`config.mk`:
```
export PLATFORM = sky130hd
export DESIGN_NAME = conv1_out_mem_writer
export DESIGN_NICKNAME = d
export VERILOG_FILES = /design/src/rtl/conv1_out_mem_writer.sv
export SDC_FILE = /design/constraint.sdc
export NUM_CORES = 1
export LEC_CHECK = 0
export CAP_MARGIN = 15
export CORE_ASPECT_RATIO = 0.5
export CORE_MARGIN = 2
export CORE_UTILIZATION = 40
export DETAILED_ROUTE_END_ITERATION = 10
export GPL_TIMING_DRIVEN = 0
export PLACE_DENSITY_LB_ADDON = 0.12
export SYNTH_ARGS = -nofsm -noshare
export SYNTH_HDL_FRONTEND = slang
export SYNTH_SLANG_ARGS = --single-unit
```
`constraint.sdc`:
```
create_clock -name clk -period 4.42 [get_ports clk]
set_input_delay 0.884 -clock clk [delete_from_list [all_inputs] [get_ports clk]]
set_output_delay 0.884 -clock clk [all_outputs]
set_load 0.02 [all_outputs]
```
`src/rtl/conv1_out_mem_writer.sv`:
```
// conv1_out_mem_writer
// Write-side address generator for the conv1 output memory. Consumes a
// valid/ready stream of channel-1/channel-2 result pairs and writes them in
// row-major order into two channel maps, then raises a held done level.
// All outputs except in_ready are registered; in_ready is decoded from state.

module conv1_out_mem_writer #(
    parameter int DATA_W = 16,
    parameter int ROWS   = 24,
    parameter int COLS   = 24,
    parameter int ADDR_W = 10,
    parameter int BASE1  = 0,
    parameter int BASE2  = 0
) (
    input  logic              clk,
    input  logic              rst_n,
    input  logic              start,
    input  logic              in_valid,
    input  logic [DATA_W-1:0] in_data1,
    input  logic [DATA_W-1:0] in_data2,
    output logic              in_ready,
    output logic              wr_en,
    output logic [ADDR_W-1:0] wr_addr1,
    output logic [ADDR_W-1:0] wr_addr2,
    output logic [DATA_W-1:0] wr_data1,
    output logic [DATA_W-1:0] wr_data2,
    output logic              done
);

    // Counter widths; guard against a degenerate 1-wide map dimension.
    localparam int ROW_W = (ROWS > 1) ? $clog2(ROWS) : 1;
    localparam int COL_W = (COLS > 1) ? $clog2(COLS) : 1;

    localparam logic [ROW_W-1:0]  ROW_LAST = ROW_W'(ROWS - 1);
    localparam logic [COL_W-1:0]  COL_LAST = COL_W'(COLS - 1);
    localparam logic [ADDR_W-1:0] BASE1_A  = ADDR_W'(BASE1);
    localparam logic [ADDR_W-1:0] BASE2_A  = ADDR_W'(BASE2);
    localparam logic [ADDR_W-1:0] COLS_A   = ADDR_W'(COLS);

    typedef enum logic [1:0] {
        ST_IDLE  = 2'd0,
        ST_WRITE = 2'd1,
        ST_FLUSH = 2'd2,
        ST_DONE  = 2'd3
    } state_t;

    state_t              state_q,    state_d;
    logic [ROW_W-1:0]    row_q,      row_d;
    logic [COL_W-1:0]    col_q,      col_d;
    // Running row*COLS so that no multiplier is needed for the address.
    logic [ADDR_W-1:0]   row_base_q, row_base_d;
    logic                wr_en_q,    wr_en_d;
    logic [ADDR_W-1:0]   wr_addr1_q, wr_addr1_d;
    logic [ADDR_W-1:0]   wr_addr2_q, wr_addr2_d;
    logic [DATA_W-1:0]   wr_data1_q, wr_data1_d;
    logic [DATA_W-1:0]   wr_data2_q, wr_data2_d;
    logic                done_q,     done_d;

    logic                accept_s;
    logic                col_end_s;
    logic                last_s;
    logic [ADDR_W-1:0]   offset_s;

    assign in_ready  = (state_q == ST_WRITE);
    assign accept_s  = in_valid && (state_q == ST_WRITE);
    assign col_end_s = (col_q == COL_LAST);
    assign last_s    = col_end_s && (row_q == ROW_LAST);
    assign offset_s  = row_base_q + ADDR_W'(col_q);

    assign wr_en     = wr_en_q;
    assign wr_addr1  = wr_addr1_q;
    assign wr_addr2  = wr_addr2_q;
    assign wr_data1  = wr_data1_q;
    assign wr_data2  = wr_data2_q;
    assign done      = done_q;

    // Next-state, counter and output-register computation.
    always_comb begin
        state_d    = state_q;
        row_d      = row_q;
        col_d      = col_q;
        row_base_d = row_base_q;
        wr_en_d    = 1'b0;
        wr_addr1_d = wr_addr1_q;
        wr_addr2_d = wr_addr2_q;
        wr_data1_d = wr_data1_q;
        wr_data2_d = wr_data2_q;
        done_d     = done_q;

        case (state_q)
            ST_IDLE, ST_DONE: begin
                if (start) begin
                    state_d    = ST_WRITE;
                    row_d      = '0;
                    col_d      = '0;
                    row_base_d = '0;
                    done_d     = 1'b0;
                end else begin
                    state_d    = state_q;
                end
            end

            ST_WRITE: begin
                // start is deliberately ignored here: no mid-frame restart.
                if (accept_s) begin
                    wr_en_d    = 1'b1;
                    wr_addr1_d = BASE1_A + offset_s;
                    wr_addr2_d = BASE2_A + offset_s;
                    wr_data1_d = in_data1;
                    wr_data2_d = in_data2;
                    if (last_s) begin
                        // Counters stay on the last cell; the map is complete.
                        state_d = ST_FLUSH;
                    end else if (col_end_s) begin
                        col_d      = '0;
                        row_d      = row_q + ROW_W'(1);
                        row_base_d = row_base_q + COLS_A;
                    end else begin
                        col_d      = col_q + COL_W'(1);
                    end
                end else begin
                    wr_en_d = 1'b0;
                end
            end

            ST_FLUSH: begin
                // The final write is on the port this cycle; done follows it.
                state_d = ST_DONE;
                done_d  = 1'b1;
            end

            default: begin
                state_d = ST_IDLE;
            end
        endcase
    end

    // State and registered outputs; async reset drops wr_en immediately.
    always_ff @(posedge clk or negedge rst_n) begin
        if (!rst_n) begin
            state_q    <= ST_IDLE;
            row_q      <= '0;
            col_q      <= '0;
            row_base_q <= '0;
            wr_en_q    <= 1'b0;
            wr_addr1_q <= BASE1_A;
            wr_addr2_q <= BASE2_A;
            wr_data1_q <= '0;
            wr_data2_q <= '0;
            done_q     <= 1'b0;
        end else begin
            state_q    <= state_d;
            row_q      <= row_d;
            col_q      <= col_d;
            row_base_q <= row_base_d;
            wr_en_q    <= wr_en_d;
            wr_addr1_q <= wr_addr1_d;
            wr_addr2_q <= wr_addr2_d;
            wr_data1_q <= wr_data1_d;
            wr_data2_q <= wr_data2_d;
            done_q     <= done_d;
        end
    end

endmodule

```
# [Yosys cells after proc, flatten, opt, wreduce, memory -nomap -nowiden]
# Cells that the tools add are included.
# W data, S select, Z words.
[word_totals] elab_cells=56 input_bits=36 ff_bits=66
[classes] reduce_logical=11 muxes=22 n_addsub=4 eq_ne=10
[op_table] cell="$mux W10" count=4
[op_table] cell="$mux W5" count=7
[op_table] cell="$pmux W10 S2" count=1
[op_table] cell="$pmux W5 S2" count=2
[op_table] cell="$add A10 B5 Y10" count=1
[op_table] cell="$add A10 B5 Y10 const B" count=1
[op_table] cell="$add A5 B1 Y5 const B" count=2
[op_table] cell="$eq A5 B5 Y1 const B" count=2
[op_table] cell="$mux W2" count=3
[op_table] cell="$ne A2 B1 Y1 const B" count=3
[op_table] cell="$pmux W2 S3" count=1
[op_table] cell="$reduce_and A5 Y1" count=1
[op_table] cell="$eq A2 B2 Y1 const B" count=2
[op_table] cell="$ne A2 B2 Y1 const B" count=2
[op_table] cell="$reduce_and A2 Y1" count=2
[op_table] cell="$reduce_and A4 Y1" count=1
[op_table] cell="$reduce_bool A2 Y1" count=2
[op_table] cell="$mux W1" count=3
[op_table] cell="$reduce_and A3 Y1" count=1
[op_table] cell="$eq A2 B1 Y1 const B" count=1
[op_table] cell="$logic_and A1 B1 Y1" count=2
[op_table] cell="$logic_not A2 Y1" count=1
[op_table] cell="$pmux W1 S2" count=1
[op_table] cell="$reduce_or A2 Y1" count=1

# [Longest topological paths before layout]
# Gate-level depths: netlist (run 1).
[logic_depth] ltp_word=5 mapped_depth=8 mapped_depth_nobuf=6

# [Least setup slack after synthesis (run 1)]
# No wires, ideal clock.
[synth_path] path_type="input to register" startpoint="input in_valid" endpoint="register wr_data1_q[0] (netlist: wr_data1[0])" setup_time_ps=125 t_arrival_ps=1705 t_required_ps=4295 path_stages=4 path_buffers=2 path_slack_ps=2591 cell_sequence="buf_2 nand2_1 buf_2 mux2_2"
[synth_via] elab_chain_cells=2
[synth_rtl] element="start, declared" line="18" source="input logic in_valid,"
[synth_rtl] element="$logic_and A1 B1 Y1" line="65" source="assign accept_s = in_valid && (state_q == ST_WRITE);"
[synth_rtl] element="$reduce_and A2 Y1 (no line)"
[synth_rtl] element="end signal, assigned" line="159" source="wr_data1_q <= wr_data1_d;"
[synth_rtl] element="end, declared" line="55" source="logic [DATA_W-1:0] wr_data1_q, wr_data1_d;"
# Every way passes these cells.
# A chain may end at the register's enable or synchronous reset.

# [Worst setup path in the final report (run 1)]
[layout_path] startpoint="register state_q[1]" endpoint="output in_ready"
[layout_via] elab_chain_cells=1
[layout_rtl] element="start, declared" line="47" source="state_t state_q, state_d;"
[layout_rtl] element="start signal, assigned" line="152" source="state_q <= state_d;"
[layout_rtl] element="$eq A2 B1 Y1" line="64" source="assign in_ready = (state_q == ST_WRITE);"
[layout_rtl] element="end, declared" line="21" source="output logic in_ready,"
# Every way passes these cells.

==> run metrics, run 1 <==
Synth Area in XOR/XNOR 2.09%; Total GRT Usage 17.4%; RSZ-0062 raised after global routing false; DRT iter0 DRCs 110; worst path cell trace inv_1 -> ha_1 -> clkdlybuf4s50_1; Die Ht 64.6 um; post-synth design cell area 2940 um^2; fraction of the mapped netlist area in compound gates 10.1%; first-pass GRT wire length 11,000 um; Power Internal 1950 uW; vias in the first global route 2,225; clk_lat worst skew 0.32 ns; Worst-Margin Slew 0.574 ns; Remaining DRCs 0; combinational share of power 42.2%; nets 402; distinct cell type count of the synthesized netlist 39; Rows 22; WP data arrival 1.56 ns; hold slack final 0.482 ns; Post-Synth Adder-Cell Area 3.83%; Initial DRT Pass Iterations 4; IR drop worst, VDD 268 uV; share of the core filled with cells 59.8%; Vias/cell 4.97; Die ar. 8090 um^2; worst-path fanout max 3; CP Capture Type primary output; Clk pin slew, worst setup/hold paths 0.05 ns; Worst path max stage delay 0.60 ns; Setup-failing EPs final 0; CTS tree built; fin crit share 55.4%; clock share of power 27.7%; Post-Route WL 6610 um; fillers 604; final antenna diode count 0; Top Ports 91; largest net degree at the start of global routing 41; Max Root-Sink Buffers 2; initial antenna violation count 0; post-route antenna net violation count 0; Net Sw Frac 33.4%; share of post-route cells with drive strength above 1 20.7%; IO buf count 89; WL per Instance 14.4 um; register area share after synthesis 53.7%; H-tree Lvls 3; Post-CTS Resized 0; worst relative slew slack 61.7%; setup repair bufs after CTS 0; Fin Setup TNS 0 ns; root buffer cell clkbuf_16; PwrDens 680 nW/um^2; run status finished clean; Lkg Pwr 0.00187 uW; Starting Density 40.7%; syn avg cell area 11.5 um^2; Post-Syn Nets 301; Worst setup SP type register; minimum clock period 2.45 ns; Slew Limit Fails 0; Flop pwr share 30.2%; Clock Skews 0.00400 ns; net switching power 978 uW; Die W 125 um; core area 7210 um^2; largest family of logic cells by synthesized area multiplexers; Area growth, synth to finish 46.8%; slowest stage cell on the critical path clkdlybuf4s50_1; final hold violations 0; FF+latch area 1580 um^2; gpl congestion 0.795; gr ovfl total 0; yosys warns 0; Multi-input gate area 1170 um^2; post-DP HPWL 4800 um; Tot Pwr 2930 uW; f_max 408 MHz; register bit total from synthesis 63; Num CTS Buffers 9; Post-Synth Simple-Gate Area 8.94%; post-synthesis cell count 256; max-cap viol count 0; mux contribution to synthesized area 14.8%; type of the worst min-delay path reg2reg; kind of critical path reg2out; CP required 3.54 ns; clk sinks 63; Hold-fix buffers, CTS 0; vias 2,277
worst paths after layout:
check / endpoint / slack, ns / start / depth (start not counted)
setup / recovery: in_ready / 1.97 / state_q[1]$_DFFE_PN0P_ / 3
hold / removal: row_q[4]$_DFFE_PN0P_ / 0.48 / row_q[4]$_DFFE_PN0P_ / 1
setup reg to reg: row_q[1]$_DFFE_PN0P_ / 2.48 / state_q[0]$_DFFE_PN0P_ / 7
hold reg to reg: row_q[4]$_DFFE_PN0P_ / 0.48 / row_q[4]$_DFFE_PN0P_ / 1
max in group asynchronous: wr_data1[2]$_DFFE_PN0P_ / 3.26 / rst_n / 2
min in group asynchronous: done$_DFFE_PN0P_ / 0.56 / rst_n / 1
layout by cell type (no fill, tap or decap), drive strengths merged, types with 2 or more instances in the layout:
cell type	instances
mux2i	4
mux2	35
clkdlybuf4s50	88
inv	15
nand2b	2
nor4	2
nor2	6
dfrtp	63
bufinv	3
nand2	20
buf	21
ha	9
and3	2
xor2	2
a21oi	8
clkbuf	13
nand3	8
nand4	4
a31oi	15
nor3	2
clkinvlp	2
xnor2	5
nand4b	2
o21ai	17
critical path: cells and delay by family (launching register included):
kind,cells,cell delay [ns]
buffers and inverters,2,0.69
adders and majority gates,1,0.16
DFF,1,0.38
per-layer routing:
metal | share of wire, % | vias to the layer above | track usage, %
li1 | - | 1092 | -
met1 | 46 | 1108 | 21.3
met2 | 47 | 73 | 28.4
met3 | 5.7 | 4 | 6.69
met4 | 0.73 | 0 | 6.25
met5 | 0 | - | 0
synthesized netlist by cell type:
| cell type | number | area, um^2 |
|---|---|---|
| a21oi_1 | 7 | 35.0 |
| nand2_1 | 20 | 75.1 |
| buf_2 | 7 | 35.0 |
| nand4b_1 | 2 | 17.5 |
| nor3_1 | 2 | 10.0 |
| nand4_1 | 4 | 25.0 |
| xnor2_1 | 5 | 43.8 |
| a32oi_1 | 1 | 8.76 |
| and2_1 | 1 | 6.26 |
| o22ai_1 | 1 | 6.26 |
| o21bai_1 | 1 | 7.51 |
| nor2_2 | 1 | 6.26 |
| nor4b_1 | 1 | 8.76 |
| nand3_1 | 8 | 40.0 |
| a31oi_1 | 15 | 93.8 |
| and3_1 | 2 | 12.5 |
| a21oi_2 | 1 | 8.76 |
| dfrtp_1 | 63 | 1580 |
| mux2i_1 | 4 | 40.0 |
| o21ai_1 | 2 | 10.0 |
| nor4_1 | 2 | 12.5 |
| a22o_1 | 1 | 8.76 |
| ha_1 | 9 | 113 |
| xor2_1 | 2 | 17.5 |
| nor2_1 | 5 | 18.8 |
| buf_4 | 12 | 90.1 |
| inv_1 | 15 | 56.3 |
| a31o_2 | 1 | 8.76 |
| clkbuf_1 | 2 | 7.51 |
| mux2_2 | 35 | 394 |
| o31ai_2 | 1 | 12.5 |
| and4b_1 | 1 | 10.0 |
| conb_1 | 1 | 3.75 |
| nand2b_1 | 2 | 12.5 |
| nor3b_1 | 1 | 7.51 |
| o211ai_1 | 1 | 7.51 |
| a21o_1 | 1 | 7.51 |
| a21boi_0 | 1 | 7.51 |
| o21ai_0 | 15 | 75.1 |
flip-flops by register name (all words and copies together) (netlist names):
| signal | count |
|---|---|
| wr_data1 | 16 |
| wr_data2 | 16 |
| wr_addr2 | 10 |
| row_base_q | 7 |
| col_q | 5 |
| row_q | 5 |
| state_q | 2 |
| done | 1 |
| wr_en | 1 |
power by group through the flow:
stage	sequential [uW]	combinational (uW)	clock, uW
after floorplan	1100	491	0
after global placement	882	1220	0
after detailed placement	894	1250	0
after CTS	886	1250	834
after global routing	915	1320	860
final	884	1240	811
layout make-up:
cell class	instances	area share, %
Tap cell	96	2.79
Buffer	21	3.08
Clock buffer	11	5.63
Multi-Input combinational cell	157	27.2
Clock inverter	5	2.44
Sequential cell	63	36.6
Inverter	15	1.31
Timing Repair Buffer	90	21.0
metrics by stage:
step / cell area, um^2 / worst slack (ns) / instances
after floorplan: 2940 / 2.59 / 256
after global placement: 3950 / 0.506 / 441
after detailed placement: 3960 / 1.99 / 442
after CTS: 4310 / 1.95 / 458
after global routing: 4310 / 1.91 / 458
final: 4310 / 1.97 / 458
cells by family after synthesis:
family | Yosys count
flops | 63
simple gates | 52
compound gates | 49
mux | 39
buf+inv | 36
fa+ha+maj | 9
xor+xnor | 7
other cells | 1
Power figures use the tool's default switching activity.
==> run 2: changes to the inputs <==
==> constraint.sdc (replaced) <==
create_clock -name clk -period 2.33 [get_ports clk]
set_input_delay 0.466 -clock clk [delete_from_list [all_inputs] [get_ports clk]]
set_output_delay 0.466 -clock clk [all_outputs]
set_load 0.02 [all_outputs]
==> results of run 2 <==
Same layout as run 1 (identical final DEF). Status: finished clean.
Among the figures that moved: setup slack after placement 1.99 ns -> 0.318 ns; setup slack after layout 1.97 ns -> 0.300 ns; hold slack 0.482 ns -> 0.137 ns; register-to-register setup slack 2.48 ns -> 0.39 ns; total power 2930 uW -> 5560 uW; worst IR drop on VDD 268 uV -> 509 uV
==> run 3: changes to the inputs <==
--- a/config.mk
+++ b/config.mk
@@ -5,13 +5,15 @@
 export SDC_FILE = /design/constraint.sdc
 export NUM_CORES = 1
 export LEC_CHECK = 0
+export ABC_CLOCK_PERIOD_IN_PS = 2330
 export CAP_MARGIN = 15
 export CORE_ASPECT_RATIO = 0.5
 export CORE_MARGIN = 2
-export CORE_UTILIZATION = 40
+export CORE_UTILIZATION = 47
 export DETAILED_ROUTE_END_ITERATION = 10
 export GPL_TIMING_DRIVEN = 0
 export PLACE_DENSITY_LB_ADDON = 0.12
+export SKIP_LAST_GASP = 1
 export SYNTH_ARGS = -nofsm -noshare
 export SYNTH_HDL_FRONTEND = slang
 export SYNTH_SLANG_ARGS = --single-unit
==> run 3 against run 2 <==
Compared with the run above: combinational power about the same; flip-flop and latch count is the same; worst hold slack got worse by 0.016 ns; global-route usage increased by 3.2 points; fmax barely moved; critical path type unchanged; critical endpoint unchanged; largest cell class unchanged; largest power group unchanged; highest routed layer unchanged.
==> run metrics, run 3 (same netlist as run 1, synthesis figures left out) <==
final antenna diode count 0 (unchanged); clk sinks 63 (unchanged); core area 6060 um^2 (-16%); Slew Limit Fails 0 (unchanged); Hold-fix buffers, CTS 0 (unchanged); Multi-input gate area 1170 um^2 (unchanged); Setup-failing EPs final 0 (unchanged); max-cap viol count 0 (unchanged); RSZ-0062 raised after global routing false; share of the core filled with cells 70.2% (+10 points); post-route antenna net violation count 0 (unchanged); worst-path fanout max 3 (unchanged); kind of critical path reg2out; Post-CTS Resized 0 (unchanged); Clk pin slew, worst setup/hold paths 0.05 ns (about the same); root buffer cell clkbuf_16; Total GRT Usage 20.6% (+3.2 points); placed cell count 434 (-1.8%); Num CTS Buffers 9 (unchanged); DRT iter0 DRCs 131 (+19%); most frequent cells in the layout clkdlybuf4s50_1 (88), dfrtp_1 (63), mux2_2 (35); IR drop worst, VDD 695 uV; gr ovfl total 0 (unchanged); fillers 458 (-24%); initial antenna violation count 0 (unchanged); Max Root-Sink Buffers 2 (unchanged); Top Ports 91 (unchanged); first-pass GRT wire length 10,400 um (-5.6%); FF+latch area 1580 um^2 (unchanged); Post-Route WL 6610 um (about the same); non-filler cells, final 450 (-1.7%); IO buf count 89 (unchanged); Clock Skews 0.00401 ns (+0.0000104 ns); final hold violations 0 (unchanged); setup repair bufs after CTS 0 (unchanged); run status finished clean; Fin Setup TNS 0 ns (unchanged); largest net degree at the start of global routing 41 (unchanged); Tot Pwr 5330 uW; Rows 20 (-9.1%); PwrDens 1250 nW/um^2; worst relative slew slack 63.6% (+1.9 points); Area growth, synth to finish 44.8%; commonest non-fill, non-tap cell in the layout clkdlybuf4s50_1; Initial DRT Pass Iterations 4 (unchanged); WP data arrival 1.56 ns (about the same); clk_lat worst skew 0.33 ns (about the same); vias in the first global route 2,178 (-2.1%); fin crit share 87.1%; Remaining DRCs 0 (unchanged); nets 402 (unchanged); Starting Density 48.5% (+7.8 points); Vias/cell 5.10 (+2.5%); Die Ht 59.9 um (-7.3%); WL per Instance 14.7 um (+1.8%); CTS tree built; Die ar. 6940 um^2 (-14%); minimum clock period 2.03 ns; pre-CTS setup slack 0.305 ns; Worst-Margin Slew 0.546 ns (-0.0280 ns); CP Capture Type primary output; type of the worst min-delay path in2async; Setup WS post-layout 0.300 ns; Worst setup SP type register; share of post-route cells with drive strength above 1 21.0% (+0.28 points); Die W 116 um (-7.5%); CP required 1.86 ns; Lkg Pwr 0.00185 uW (-0.95%); vias 2,293 (+0.70%); post-DP HPWL 4880 um (+1.5%); f_max 493 MHz; H-tree Lvls 3 (unchanged); gpl congestion 0.861 (+8.4%)
[run 3: path summary, 6_finish.rpt]
check | cells past startpoint | slack, ns | from | end
max in group asynchronous | 2 | 1.61 | rst_n | wr_data1[10]$_DFFE_PN0P_
worst max-delay path | 3 | 0.30 | state_q[1]$_DFFE_PN0P_ | in_ready
min in group clk | 3 | 0.46 | in_valid | col_q[0]$_DFFE_PN0P_
worst max register to register | 7 | 0.40 | state_q[0]$_DFFE_PN0P_ | row_q[1]$_DFFE_PN0P_
worst min-delay path | 1 | 0.12 | rst_n | state_q[1]$_DFFE_PN0P_
worst min register to register | 1 | 0.48 | row_q[4]$_DFFE_PN0P_ | row_q[4]$_DFFE_PN0P_
[run 3: through the flow]
stage               cell area [um^2]  hold slack [ns]
detailed placement              3950            0.472
global placement                3940            0.458
CTS                             4250            0.130
global route                    4250            0.144
floorplan                       2940            0.170
finish                          4250            0.121
[run 3: critical path, cell delays in order (launching register included)]
cell and delay, ns:
dfrtp_1 0.37, inv_1 0.09, ha_1 0.17, clkdlybuf4s50_1 0.60
[run 3: cell type report]
type,count,share of cell area [%]
repair buffers,90,21.3
multi-input cells,157,27.6
flip-flops and latches,63,37.1
inverters,15,1.32
well taps,88,2.59
clock inverters,6,1.41
plain buffers,21,3.12
clock buffers,10,5.62
[run 3: where the power goes]
group | switching [uW] | internal [uW]
Sequential | 202 | 1470
Combinational | 1190 | 1160
Clock | 457 | 849
Total | 1840 | 3480
[run 3: metal layers]
metal,vias to the layer above,share of wire (%),global-route usage [%]
met4,0,1.3,8.33
met2,79,46,33.6
met3,8,7.6,8.62
met1,1109,45,24.7
met5,-,0,0
li1,1097,-,-
